===== config.mk =====
export PLATFORM = sky130hd
export DESIGN_NAME = ap_ctrl_txn_driver
export DESIGN_NICKNAME = d
export VERILOG_FILES = /design/src/rtl/ap_ctrl_txn_driver.sv
export SDC_FILE = /design/constraint.sdc
export NUM_CORES = 1
export LEC_CHECK = 0
export CORE_ASPECT_RATIO = 0.9
export CORE_UTILIZATION = 45
export CTS_CLUSTER_DIAMETER = 150
export DETAILED_ROUTE_END_ITERATION = 12
export PLACE_DENSITY = 0.68
export SYNTH_ARGS = -nofsm -noshare
export SYNTH_HDL_FRONTEND = slang
export SYNTH_SLANG_ARGS = --single-unit

===== constraint.sdc =====
create_clock -name clock -period 7.7 [get_ports clock]
set_clock_uncertainty 0.05 [all_clocks]
set_input_delay 2.31 -clock clock [delete_from_list [all_inputs] [get_ports clock]]
set_output_delay 2.31 -clock clock [all_outputs]
set_load 0.01 [all_outputs]

===== src/rtl/ap_ctrl_txn_driver.sv =====
// Initiator side of the HLS ap_ctrl_chain handshake: launches a run of back-to-back
// kernel transactions and streams one timing record per transaction, guarded by a watchdog.
module ap_ctrl_txn_driver #(
    parameter int CNT_W   = 32,
    parameter int TXN_W   = 16,
    parameter int TIMEOUT = 4096
) (
    input  logic             clock,
    input  logic             reset,
    input  logic             cmd_start,
    input  logic [TXN_W-1:0] cmd_count,
    output logic             cmd_busy,
    output logic             cmd_done,
    output logic             cmd_timeout,
    output logic             ap_start,
    input  logic             ap_ready,
    input  logic             ap_done,
    output logic             ap_continue,
    output logic             rec_valid,
    input  logic             rec_ready,
    output logic [TXN_W-1:0] rec_txn,
    output logic [CNT_W-1:0] rec_t_start,
    output logic [CNT_W-1:0] rec_t_done,
    output logic [CNT_W-1:0] rec_latency
);
    typedef enum logic [2:0] {
        S_IDLE   = 3'd0,
        S_LAUNCH = 3'd1,
        S_WAIT   = 3'd2,
        S_REPORT = 3'd3,
        S_ABORT  = 3'd4
    } state_t;

    localparam int              WD_W    = $clog2(TIMEOUT + 1);
    localparam logic [WD_W-1:0] WD_LAST = WD_W'(TIMEOUT - 1);

    state_t           state_r;
    logic [CNT_W-1:0] cycle_r;
    logic [CNT_W-1:0] t_start_r;
    logic [CNT_W-1:0] t_done_r;
    logic [CNT_W-1:0] latency_r;
    logic [TXN_W-1:0] count_r;
    logic [TXN_W-1:0] txn_r;
    logic [WD_W-1:0]  wd_r;
    logic             busy_r;
    logic             done_r;
    logic             timeout_r;
    logic             start_r;
    logic             valid_r;

    logic             wd_expired_s;
    logic             txn_last_s;
    logic             rec_accept_s;

    // Per-cycle decode of watchdog expiry, last transaction and record handoff.
    always_comb begin
        wd_expired_s = (wd_r == WD_LAST);
        txn_last_s   = (txn_r == (count_r - TXN_W'(1)));
        rec_accept_s = valid_r & rec_ready;
    end

    // Free-running timestamp counter; wraps naturally, latency uses modular subtraction.
    always_ff @(posedge clock or posedge reset) begin
        if (reset) begin
            cycle_r <= {CNT_W{1'b0}};
        end else begin
            cycle_r <= cycle_r + CNT_W'(1);
        end
    end

    // Run-control FSM with registered handshake, status and record outputs.
    always_ff @(posedge clock or posedge reset) begin
        if (reset) begin
            state_r   <= S_IDLE;
            t_start_r <= {CNT_W{1'b0}};
            t_done_r  <= {CNT_W{1'b0}};
            latency_r <= {CNT_W{1'b0}};
            count_r   <= {TXN_W{1'b0}};
            txn_r     <= {TXN_W{1'b0}};
            wd_r      <= {WD_W{1'b0}};
            busy_r    <= 1'b0;
            done_r    <= 1'b0;
            timeout_r <= 1'b0;
            start_r   <= 1'b0;
            valid_r   <= 1'b0;
        end else begin
            done_r <= 1'b0;
            case (state_r)
                S_IDLE: begin
                    if (cmd_start) begin
                        count_r   <= cmd_count;
                        txn_r     <= {TXN_W{1'b0}};
                        timeout_r <= 1'b0;
                        if (cmd_count == {TXN_W{1'b0}}) begin
                            done_r <= 1'b1;
                        end else begin
                            state_r   <= S_LAUNCH;
                            busy_r    <= 1'b1;
                            start_r   <= 1'b1;
                            wd_r      <= {WD_W{1'b0}};
                            t_start_r <= cycle_r + CNT_W'(1);
                        end
                    end else begin
                        state_r <= S_IDLE;
                    end
                end
                S_LAUNCH: begin
                    wd_r <= wd_r + WD_W'(1);
                    // A completion arriving on the watchdog's last cycle still wins.
                    if (ap_ready && ap_done) begin
                        start_r   <= 1'b0;
                        valid_r   <= 1'b1;
                        t_done_r  <= cycle_r;
                        latency_r <= cycle_r - t_start_r;
                        state_r   <= S_REPORT;
                    end else if (wd_expired_s) begin
                        start_r   <= 1'b0;
                        timeout_r <= 1'b1;
                        state_r   <= S_ABORT;
                    end else if (ap_ready) begin
                        start_r <= 1'b0;
                        state_r <= S_WAIT;
                    end else begin
                        state_r <= S_LAUNCH;
                    end
                end
                S_WAIT: begin
                    wd_r <= wd_r + WD_W'(1);
                    if (ap_done) begin
                        valid_r   <= 1'b1;
                        t_done_r  <= cycle_r;
                        latency_r <= cycle_r - t_start_r;
                        state_r   <= S_REPORT;
                    end else if (wd_expired_s) begin
                        timeout_r <= 1'b1;
                        state_r   <= S_ABORT;
                    end else begin
                        state_r <= S_WAIT;
                    end
                end
                S_REPORT: begin
                    if (rec_accept_s) begin
                        valid_r <= 1'b0;
                        if (txn_last_s) begin
                            done_r  <= 1'b1;
                            busy_r  <= 1'b0;
                            state_r <= S_IDLE;
                        end else begin
                            txn_r     <= txn_r + TXN_W'(1);
                            start_r   <= 1'b1;
                            wd_r      <= {WD_W{1'b0}};
                            t_start_r <= cycle_r + CNT_W'(1);
                            state_r   <= S_LAUNCH;
                        end
                    end else begin
                        state_r <= S_REPORT;
                    end
                end
                S_ABORT: begin
                    busy_r  <= 1'b0;
                    state_r <= S_IDLE;
                end
                default: begin
                    start_r <= 1'b0;
                    valid_r <= 1'b0;
                    busy_r  <= 1'b0;
                    state_r <= S_IDLE;
                end
            endcase
        end
    end

    assign cmd_busy    = busy_r;
    assign cmd_done    = done_r;
    assign cmd_timeout = timeout_r;
    assign ap_start    = start_r;
    assign ap_continue = rec_accept_s;
    assign rec_valid   = valid_r;
    assign rec_txn     = txn_r;
    assign rec_t_start = t_start_r;
    assign rec_t_done  = t_done_r;
    assign rec_latency = latency_r;

endmodule


==> impl_metrics.env <==
export IMPL_status="finished clean"
export IMPL_arrival_ps=3460
export IMPL_drtPass1Iterations=7
export IMPL_synth_cell_types=67
export IMPL_yosys_warnings=0
export IMPL_cts_buffers=17
export IMPL_fin_crit_sh=0.7564
export IMPL_cp_data_required_time_ps=5340
export IMPL_yosysSeqAreaShare=0.4474
export IMPL_fp_coreArea_mm2=0.02182
export IMPL_antenna_left=0
export IMPL_synth_area_mm2=0.01012
export IMPL_cp_slowest_stage_delay_ps=520
export IMPL_power_w=0.003688
export IMPL_drive_above_1_share=0.09236
export IMPL_synthToLayoutAreaGrowth_pct=22.25
export IMPL_vias=8042
export IMPL_grt_usage=0.2202
export IMPL_reg2reg_depth=9
export IMPL_slowest_stage="clkdlybuf4s50_1"
export IMPL_place_ws_ps=1874
export IMPL_ys_flop_type="dfrtp_1"
export IMPL_placed_cell_area_mm2=0.01179
export IMPL_n_antenna_cell=0
export IMPL_post_cts_setup_buffer_count=0
export IMPL_place_gp_congestion=0.8528
export IMPL_holdWs_ps=428.0
export IMPL_num_rows=51
export IMPL_grt_overflow=0
export IMPL_critPathLaunchType="input port"
export IMPL_final_common_cell="nand2_1"
export IMPL_clk_pin_slew_ps=70
export IMPL_hold_violations=0
export IMPL_synth_area_per_cell_um2=9.632
export IMPL_grt_max_degree=100
export IMPL_path_buf_inv=3
export IMPL_endpoint_kind="output port"
export IMPL_ys_seq_elements=181
export IMPL_stdcell_area_mm2=0.01238
export IMPL_p_per_area_mw_per_mm2=298.0
export IMPL_setup_worst_path_start="rec_ready"
export IMPL_rsz0062_at_grt="false"
export IMPL_drv_slew=0
export IMPL_critical_path_top_delay_family="buffers and inverters"
export IMPL_dpl_hpwl_mm=17.63
export IMPL_endpoint="ap_continue"
export IMPL_synth_edff_count=0
export IMPL_root_buffer="clkbuf_16"
export IMPL_cts_resized=0
export IMPL_initial_utilization=0.4639
export IMPL_cts_htree_levels=4
export IMPL_final_cell_mix="nand2_1, dfrtp_1, clkdlybuf4s50_1"
export IMPL_cts_sinks=181
export IMPL_period_minus_slack_ps=5824
export IMPL_crit_path_max_fanout=3
export IMPL_timing_setup_tns_ps=0
export IMPL_dieArea_mm2=0.02310
export IMPL_fmax_ghz=0.1717
export IMPL_drtIter0Drc=474
export IMPL_port_buffers=139
export IMPL_clockBufferDepth=2
export IMPL_io_pins=140
export IMPL_tightest_slew_ps=1135
export IMPL_hold_class="reg -> reg"
export IMPL_synthesis_instances=1051
export IMPL_r2r_start="count_r[0]"
export IMPL_cap_violations=0
export IMPL_wl_per_cell_um=16.55
export IMPL_wl_mm=24.53
export IMPL_path_cells="clkdlybuf4s50_1 > nand2_1 > inv_1 > clkdlybuf4s50_1"
export IMPL_timing_final_ws_setup_ps=1876
export IMPL_p_leak_nw=5.530
export IMPL_clk_latency_ps=430
export IMPL_synth_nets=1109
export IMPL_rr_endpoint="rec_t_start[30]"
export IMPL_criticalPathCategory="in -> out"
export IMPL_nNetsFinal=1236
export IMPL_die_h_um=144.3
export IMPL_antenna_found_initial=0
export IMPL_r2r_setup_slack_ps=3290
export IMPL_grt_pass1_vias=7725
export IMPL_avgViaCountPerCell=5.426
export IMPL_route_detailed_drc=0
export IMPL_crit_top_cell="clkdlybuf4s50_1"
export IMPL_maxSlewHeadroom=0.2239
export IMPL_grt_pass1_wl_mm=40.49
export IMPL_die_x_um=160.1
export IMPL_cp_depth=4
export IMPL_hold_buffers=0
export IMPL_peakVddDrop_uv=218.0
export IMPL_finalSetupViolCount=0
export IMPL_cts_tree="yes"
export IMPL_async_flop_share=1.000
[sequential cells by signal, indices dropped and copies added, names as in the netlist]
name,cells
state_r,3
rec_t_done,32
rec_txn,16
cycle_r,32
rec_valid,1
wd_r,13
cmd_timeout,1
rec_latency,32
count_r,16
ap_start,1
rec_t_start,32
cmd_busy,1
cmd_done,1
[how the worst min path moves through the flow]
| stage | slack, ps | from | to | depth (start not counted) |
|---|---|---|---|---|
| 2_1_floorplan | 420 | wd_r[12] | state_r[2] | 1 |
| 3_3_place_gp | 420 | rec_latency[9] | rec_latency[9] | 2 |
| 3_5_place_dp | 410 | rec_t_done[25] | rec_t_done[25] | 2 |
| 4_1_cts | 440 | rec_t_done[2] | rec_t_done[2] | 2 |
| 5_1_grt | 450 | rec_t_done[26] | rec_t_done[26] | 2 |
| 6_report | 430 | rec_t_done[2] | rec_t_done[2] | 2 |
[tightest hold or removal path, delay by kind of cell, from the launching register on]
kind / cells / cell delay (ps)
DFF: 1 / 350
and+or+nand+nor: 2 / 100
[cells in the mapped netlist (18+ instances only)]
cell type	count	share of area
nand2_1	186	0.069
dfrtp_1	181	0.45
inv_1	56	0.021
o21ai_0	56	0.028
a21oi_1	55	0.027
xnor2_1	45	0.039
ha_1	35	0.043
nor2_1	32	0.012
clkbuf_1	30	0.011
mux2_4	28	0.042
xor2_1	26	0.022
nand2b_1	24	0.015
mux2_2	23	0.026
nand3_1	23	0.011
nor3_1	23	0.011
and3_1	18	0.011
[logic make-up after synthesis]
family,Yosys count,synth area share
simple gates,389,0.1876
compound gates,213,0.1369
flops,181,0.4474
buf+inv,94,0.03844
xor+xnor,71,0.06143
mux,67,0.08293
fa+ha+maj,36,0.04524
[routing by layer]
layer | share of wire | up-vias | GRT usage
li1 | - | 3959 | -
met1 | 0.50 | 3899 | 0.3134
met2 | 0.45 | 161 | 0.3467
met3 | 0.036 | 23 | 0.03671
met4 | 0.013 | 0 | 0.06065
met5 | 0 | - | 0
[where the power goes]
part | leakage (nW) | total, W | internal, W | switching (W)
sequential | 2.40 | 0.00134 | 0.00113 | 0.000208
clock | 0.289 | 0.000873 | 0.000446 | 0.000427
combinational | 2.84 | 0.00148 | 0.000697 | 0.000782
[stage by stage]
step	utilization	std cells
final	0.5671	1482
after CTS	0.5671	1482
after global routing	0.5671	1482
after floorplan	-	1051
after detailed placement	0.5400	1450
after global placement	0.5400	1450
[layout make-up]
cell class / count / area (um^2)
well taps: 291 / 364.1
inverters: 56 / 215.2
repair buffers: 146 / 1456
clock buffers: 18 / 439.2
multi-input cells: 776 / 5220
flip-flops and latches: 181 / 4529
clock inverters: 14 / 151.4
fillers: 1921 / 9448
(Power assumes the default switching activity.)
